<file path="src/rtl/juggle_pkg.sv">
// Shared types for the juggling pipeline front end.
// Holds the throw type, validator states and landing-slot helper.
package juggle_pkg;

  localparam int MAX_PERIOD = 7;

  typedef logic [2:0] throw_t;

  typedef enum logic [1:0] {
    COLLECT,
    CHECK,
    DIVIDE
  } state_e;

  // (idx + t) mod n for idx <= 6, t <= 7, n in 1..7.
  // Unrolled conditional subtracts; n == 0 yields the plain sum.
  function automatic logic [2:0] land_slot(
    input logic [2:0] idx,
    input throw_t     t,
    input logic [2:0] n
  );
    logic [3:0] r;
    r = {1'b0, idx} + {1'b0, t};
    for (int k = 0; k < 13; k++) begin
      if (n != 3'd0 && r >= {1'b0, n}) begin
        r = r - {1'b0, n};
      end
    end
    return r[2:0];
  endfunction

endpackage

</file>
<file path="src/rtl/siteswap_validator.sv">
// Collects siteswap throws, checks juggleability, derives ball count.
// Accepted patterns are published atomically to the trajectory stage.
module siteswap_validator
  import juggle_pkg::*;
#(
  parameter int MAX_PERIOD = 7,
  parameter int THROW_W    = 3
) (
  input  logic                              clk_in,
  input  logic                              rst_in,
  input  logic [THROW_W-1:0]                digit_in,
  input  logic                              digit_valid_in,
  input  logic                              commit_in,
  input  logic                              clear_in,
  output logic [MAX_PERIOD-1:0][THROW_W-1:0] pattern_out,
  output logic [2:0]                        period_out,
  output logic [2:0]                        num_balls_out,
  output logic                              pattern_valid_out,
  output logic                              error_out,
  output logic                              busy_out
);

  state_e     st_q;
  logic [2:0] len_q;
  logic [2:0] idx_q;
  logic [MAX_PERIOD-1:0] mask_q;
  logic [5:0] sum_q;
  logic [2:0] q_q;
  throw_t     entry_q [MAX_PERIOD];

  logic       app;
  logic       ovf;
  logic [2:0] nlen;
  throw_t     cur;
  logic [2:0] slot;

  // Append/overflow decode and current landing slot.
  always_comb begin
    app  = digit_valid_in && (len_q != 3'(MAX_PERIOD));
    ovf  = digit_valid_in && (len_q == 3'(MAX_PERIOD));
    nlen = len_q + {2'b0, app};
    cur  = entry_q[idx_q];
    slot = land_slot(idx_q, cur, len_q);
  end

  assign busy_out = (st_q != COLLECT);

  // Entry collection, collision scan and ball-count division.
  always_ff @(posedge clk_in or posedge rst_in) begin
    if (rst_in) begin
      st_q              <= COLLECT;
      len_q             <= '0;
      idx_q             <= '0;
      mask_q            <= '0;
      sum_q             <= '0;
      q_q               <= '0;
      pattern_out       <= '0;
      period_out        <= '0;
      num_balls_out     <= '0;
      pattern_valid_out <= 1'b0;
      error_out         <= 1'b0;
      for (int i = 0; i < MAX_PERIOD; i++) begin
        entry_q[i] <= '0;
      end
    end else if (clear_in) begin
      st_q      <= COLLECT;
      len_q     <= '0;
      error_out <= 1'b0;
    end else begin
      unique case (st_q)
        COLLECT: begin
          if (ovf) begin
            error_out <= 1'b1;
            len_q     <= '0;
          end else begin
            if (app) begin
              entry_q[len_q] <= digit_in;
              if (len_q == 3'd0) error_out <= 1'b0;
            end
            if (commit_in && nlen == 3'd0) begin
              error_out <= 1'b1;
            end else if (commit_in) begin
              st_q   <= CHECK;
              idx_q  <= '0;
              mask_q <= '0;
              sum_q  <= '0;
            end
            len_q <= nlen;
          end
        end
        CHECK: begin
          if (mask_q[slot]) begin
            error_out <= 1'b1;
            len_q     <= '0;
            st_q      <= COLLECT;
          end else begin
            mask_q[slot] <= 1'b1;
            sum_q        <= sum_q + {3'b0, cur};
            if (idx_q == len_q - 3'd1) begin
              st_q <= DIVIDE;
              q_q  <= '0;
            end else begin
              idx_q <= idx_q + 3'd1;
            end
          end
        end
        DIVIDE: begin
          if (sum_q >= {3'b0, len_q}) begin
            sum_q <= sum_q - {3'b0, len_q};
            q_q   <= q_q + 3'd1;
          end else begin
            if (q_q == 3'd0) begin
              error_out <= 1'b1;
            end else begin
              for (int i = 0; i < MAX_PERIOD; i++) begin
                pattern_out[i] <= (3'(i) < len_q) ? entry_q[i] : '0;
              end
              period_out        <= len_q;
              num_balls_out     <= q_q;
              pattern_valid_out <= 1'b1;
            end
            len_q <= '0;
            st_q  <= COLLECT;
          end
        end
        default: st_q <= COLLECT;
      endcase
    end
  end

  // Collision-free patterns always divide exactly.
  a_exact_div: assert property (@(posedge clk_in) disable iff (rst_in)
    (st_q == DIVIDE && sum_q < {3'b0, len_q}) |-> sum_q == 6'd0);

endmodule

</file>
<file path="config.mk">
export PLATFORM = sky130hd
export DESIGN_NAME = siteswap_validator
export DESIGN_NICKNAME = d
export VERILOG_FILES = /design/src/rtl/juggle_pkg.sv /design/src/rtl/siteswap_validator.sv
export SDC_FILE = /design/constraint.sdc
export NUM_CORES = 1
export LEC_CHECK = 0
export ABC_CLOCK_PERIOD_IN_PS = 45900
export CAP_MARGIN = 20
export CELL_PAD_IN_SITES_DETAIL_PLACEMENT = 0
export CELL_PAD_IN_SITES_GLOBAL_PLACEMENT = 1
export CORE_AREA = 2 2 119 121
export DETAILED_ROUTE_END_ITERATION = 10
export DIE_AREA = 0 0 121 123
export DONT_BUFFER_PORTS = 1
export MAX_ROUTING_LAYER = met4
export PLACE_DENSITY_LB_ADDON = 0.05
export SLEW_MARGIN = 30
export SYNTH_ARGS = -nofsm -noshare
export SYNTH_HDL_FRONTEND = slang
export SYNTH_SLANG_ARGS = --single-unit
</file>
<file path="constraint.sdc">
create_clock -name clk_in -period 45.9 [get_ports clk_in]
set_input_delay 6.885 -clock clk_in [delete_from_list [all_inputs] [get_ports clk_in]]
set_output_delay 6.885 -clock clk_in [all_outputs]
set_load 0.02 [all_outputs]
</file>
# == Yosys cells after proc, flatten, opt, wreduce, memory -nomap -nowiden ==
# Cells that the tools add are included.
# totals
out_inout_bits,30
wordCells,208
ff_bits,74
# classes
n_mux,73
n_reduce_logical,37
n_bitwise,7
order_cmp,26
addsub,20
eq_ne,21
# op_table
cell,count
2-to-1 mux 3 bit,23
>= comparator 4 x 3 -> 1 bit,13
2-to-1 mux 4 bit,12
subtractor 4 x 3 -> 4 bit,12
2-to-1 mux 6 bit,5
2-to-1 mux 7 bit,4
bitwise mux 21 bit,1
"inequality test 3 bit, second input constant",7
logical AND 1 bit,18
one-hot mux 6 bit (3 select lines),1
2-to-1 mux 2 bit,7
"inequality test 2 bit, second input constant",7
one-hot mux 7 bit (2 select lines),1
AND reduction 7 bit,2
one-hot mux 3 bit (2 select lines),2
AND reduction 6 bit,2
2-to-1 mux 1 bit,10
"inequality test 5 bit, second input constant",2
AND reduction 5 bit,2
binary-select mux 3 bit (select 3 bit),1
demux 3 bit (select 3 bit),1
logical NOT 3 bit,3
"< comparator 3 bit, first input constant",3
one-hot mux 3 bit (3 select lines),1
32 further kinds,44

# == Longest topological paths before layout ==
# depth
ltp_word,51
mapped_depth,119
ltp_nobuf,117

# == Worst setup path before layout ==
# Ideal clock, no wire load.
# synth_path
path_type,register -> register
start,register idx_q[0]
end,register sum_q[1]
setup_ns,0.125
arrival_ns,23.703
path_stages_with_launch,109
period_less_slack_ns,23.828
slack_ns,22.072
t_required_ns,45.775
path_buffers,2
path_cell_list,dfrtp_1 -> clkbuf_1 -> mux4_2 -> mux2_2 -> ha_1 -> fa_1 -> inv_1 -> fa_1 -> a21boi_1 -> nor2_1 -> o31a_1 -> mux2_2 -> ha_1 -> fa_1 -> a21boi_0 -> nor2_1 -> a31o_1 -> mux2_2 -> (+73 left out) -> o21ai_0 -> mux2_4 -> o41ai_4 -> nor2_1 -> a21o_1 -> ha_1 -> nand2_1 -> nand2_1 -> a21oi_1 -> o31ai_1 -> o21ai_1 -> mux2_2 -> or2_4 -> o311ai_2 -> a31oi_2 -> or4_1 -> buf_2 -> mux2_4
# synth_via
elab_chain_cells,48
# synth_rtl
element,line,source
start: declaration,siteswap_validator.sv:25,logic [2:0] idx_q;
start signal: assignment,siteswap_validator.sv:103,idx_q <= idx_q + 3'd1;
NOT 3 -> 4 bit (not written as such),siteswap_validator.sv:42,cur = entry_q[idx_q];
binary-select mux 3 bit (select 3 bit),siteswap_validator.sv:42,
2-to-1 mux 3 bit (not written as such) (2 in series),siteswap_validator.sv:42,
adder 3 x 3 -> 4 bit,juggle_pkg.sv:23,"r = {1'b0, idx} + {1'b0, t};"
>= comparator 4 x 3 -> 1 bit,juggle_pkg.sv:25,"if (n != 3'd0 && r >= {1'b0, n}) begin"
logical AND 1 bit,juggle_pkg.sv:25,
2-to-1 mux 4 bit,juggle_pkg.sv:25,
>= comparator 4 x 3 -> 1 bit,juggle_pkg.sv:25,
(+31 left out),-,
2-to-1 mux 4 bit,juggle_pkg.sv:25,
>= comparator 4 x 3 -> 1 bit,juggle_pkg.sv:25,
logical AND 1 bit,juggle_pkg.sv:25,
2-to-1 mux 3 bit,juggle_pkg.sv:25,
binary-select mux 1 bit (select 3 bit),siteswap_validator.sv:92,if (mask_q[slot]) begin
2-to-1 mux 1 bit (not written as such),siteswap_validator.sv:92,
inequality test 2 bit (no source line),-,
AND reduction 7 bit (no source line),-,
end signal: assignment,siteswap_validator.sv:98,"sum_q <= sum_q + {3'b0, cur};"
end signal: assignment,siteswap_validator.sv:109,"sum_q <= sum_q - {3'b0, len_q};"
end: declaration,siteswap_validator.sv:27,logic [5:0] sum_q;
# Parallel ways exist; a longest one is shown, timed or not. The select of a mux whose other input is x is not followed.
# A chain may end at the register's enable or synchronous reset.

# == Final worst setup path ==
# Same ends and word-level chain as after synthesis.

==> flow_summary.toml <==
[status]
status = "finished, final reports clean"

[synth]
synth_compound_area_frac = 0.241
synth_area_um2 = 7380
yosys.area_share.simple = 0.187
synth_commonest_cells = "133 x nand2_1, 74 x dfrtp_1, 62 x ha_1"
synth_xor_area_frac = 0.0225
synthAdderAreaFrac = 0.148
ys_top_cells_by_area = "dfrtp_1 25%, ha_1 11%, nand2_1 6.8%"
yosysWarnings = 0
syn_inst = 843
yosysSeqAreaShare = 0.251
synth_seq_cells = 74
synth.largest_area_cell = "dfrtp_1"
postSynth.asyncResetShare = 1.00
yosysMostFrequentCell = "nand2_1"
synth_top_family_by_area = "compound AO/OA/AOI/OAI gates"
synth_mux_area_frac = 0.114
synthDistinctLibCells = 92
synth_nets = 929
synth_ff_type = "dfrtp_1"
avgSynthCellArea_um2 = 8.76
synth_top_area_frac = 0.251
synth_edf_count = 0

[grt]
grt_antenna_before_repair = 0
first_global_vias = 6374
grt_max_degree = 75
globalRouteTotalUtil = 0.275
grt_overflow = 0
grt_pass1_wl_mm = 31.9

[hold_path]
worstHoldPathType = "reg -> reg"
hold_end = "mask_q[4]"
hp-start = "mask_q[4]"
worstHoldPathCells = 2

[setup_path]
cp_top_family = "compound AO/OA/AOI/OAI gates"
crit_slowest_cell = "o311ai_1"
cp_max_fo = 13
crit_arrival_ns = 27.44
r2r_setup_slack_ns = 18.67
crit_type = "reg -> reg"
r2r_start = "idx_q[0]"
cp-start-kind = "flip-flop"
rr_endpoint = "sum_q[1]"
reg2regPathDepth = 106
path_buf_inv = 3
crit_top_cell = "nand2_1"
critPathMaxStageDelay_ns = 0.77
crit_required_ns = 46.12
crit_path_end_kind = "flip-flop"

[place]
dpl.hpwl_mm = 14.4
portBuffers = 0
post-place-cells = 1006
gp_congestion = 0.954

[clocking]
path_clk_slew_ns = 0.06
cts_htree_levels = 3
cts_setup_buffers = 0
cts_tree = "done"
cts_num_sinks = 74
clk_latency_ns = 0.34
cts_root_buf = "clkbuf_16"
cts.path.max_buffers = 2
postCtsHoldBufs = 0
cts_made_buffers = 9
post_cts_resized = 0

[job]
maxCapViolCount = 0

[detailed_routing]
drt_pass1_iterations = 5
drc_errors = 0
vias = 6415
dr.first_iter.drc_count = 342
routed_wl_mm = 19.2
drtAntennaViolNets = 0
vias_per_cell = 6.28
drt-wirelength-per-cell_um = 18.8

[floorplanning]
die_area_um2 = 14900
ios = 38
initial_core_util = 0.542
core_area_um2 = 13600
die_height_um = 123
die_x_um = 121
num_rows = 43

[sta]
timing.slew.headroom = 0.385
final_hold_viol_count = 0
finalCritPeriodShare = 0.593
fmax_mhz = 36.7
fin_crit_ns = 27.23
rsz0062_at_grt = "no"
setup_viol = 0
tightest_slew_ns = 0.921
finalSetupTns_ns = 0
fin_skew_ns = 0.00883
maxSlewViolCount = 0

[final_layout]
final_cells = 1022
antenna_cells = 0
fill_cells = 1216
drive_gt1_frac = 0.132
area_growth_pct = 6.75
nets = 923
[state kept, by name, summed over array words and instances, names as in the netlist]
signal             cells
entry_q               21
error_out              1
idx_q                  3
len_q                  3
mask_q                 7
num_balls_out          3
pattern_out           21
pattern_valid_out      1
period_out             3
q_q                    3
st_q                   2
sum_q                  6
[final cells by class]
class	instances	area (um^2)	share of cell area
multi-input combinational	699	5260	0.668
sequential	74	1850	0.235
clock buffer	10	239	0.0303
tap	180	225	0.0286
inverter	46	173	0.0219
clock inverter	6	71.3	0.00905
timing repair buffer	7	56.3	0.00715
[kinds of logic after synthesis]
logic type      after synthesis
buf+inv                      70
fa+ha+maj                    78
xor+xnor                     19
compound gates              241
mux                          71
flops                        74
simple gates                290
[per-stage QoR]
step	worst slack, ns	util	hold WS [ns]	area, um^2
2_1_floorplan	22.07	-	0.437	7380
3_3_place_gp	19.57	0.555	0.464	7560
3_5_place_dp	18.76	0.555	0.462	7560
4_1_cts	18.77	0.578	0.477	7870
5_1_grt	16.50	0.579	0.496	7880
6_report	18.67	0.579	0.473	7880
[how the worst max path moves through the flow]
stage	from	endpoint	slack (ns)	cells after the start
after floorplan	idx_q[0]	sum_q[1]	22.07	108
after global placement	idx_q[0]	sum_q[1]	19.57	105
after detailed placement	idx_q[0]	sum_q[3]	18.76	107
after CTS	idx_q[0]	sum_q[1]	18.77	107
after global routing	idx_q[0]	sum_q[2]	16.50	105
final	idx_q[0]	sum_q[1]	18.67	106
[cell usage in the layout (no fill, tap or decap), drive strengths merged, types with 10 or more instances in the layout]
cell type	instances
a211oi	11
a21o	16
a21oi	39
a31oi	10
clkbuf	10
dfrtp	74
fa	16
ha	62
inv	47
mux2	48
mux2i	20
nand2	133
nand2b	10
nand3	24
nor2	40
nor2b	15
nor3	16
nor4	10
o211ai	12
o21a	12
o21ai	65
xnor2	11
[worst register-to-register path: cells and delay by family (launching register included)]
kind                     cells  cell delay [ns]
AO/OA/AOI/OAI               38            10.40
adder cells (fa/ha/maj)     23             7.12
buffers and inverters        3             0.24
flip-flops                   1             0.64
multiplexers                14             4.84
AND/OR/NAND/NOR             28             3.89
[layer usage]
layer,GRT usage,share of wire,vias up
met1,0.342,0.44,3122
li1,-,-,3100
met5,-,0,-
met3,0.0383,0.042,32
met2,0.466,0.50,161
met4,0.0828,0.017,0
Power is left out: the tool's default activity adds up to more than one toggle a clock period on the data nets, which glitch-free logic cannot reach.
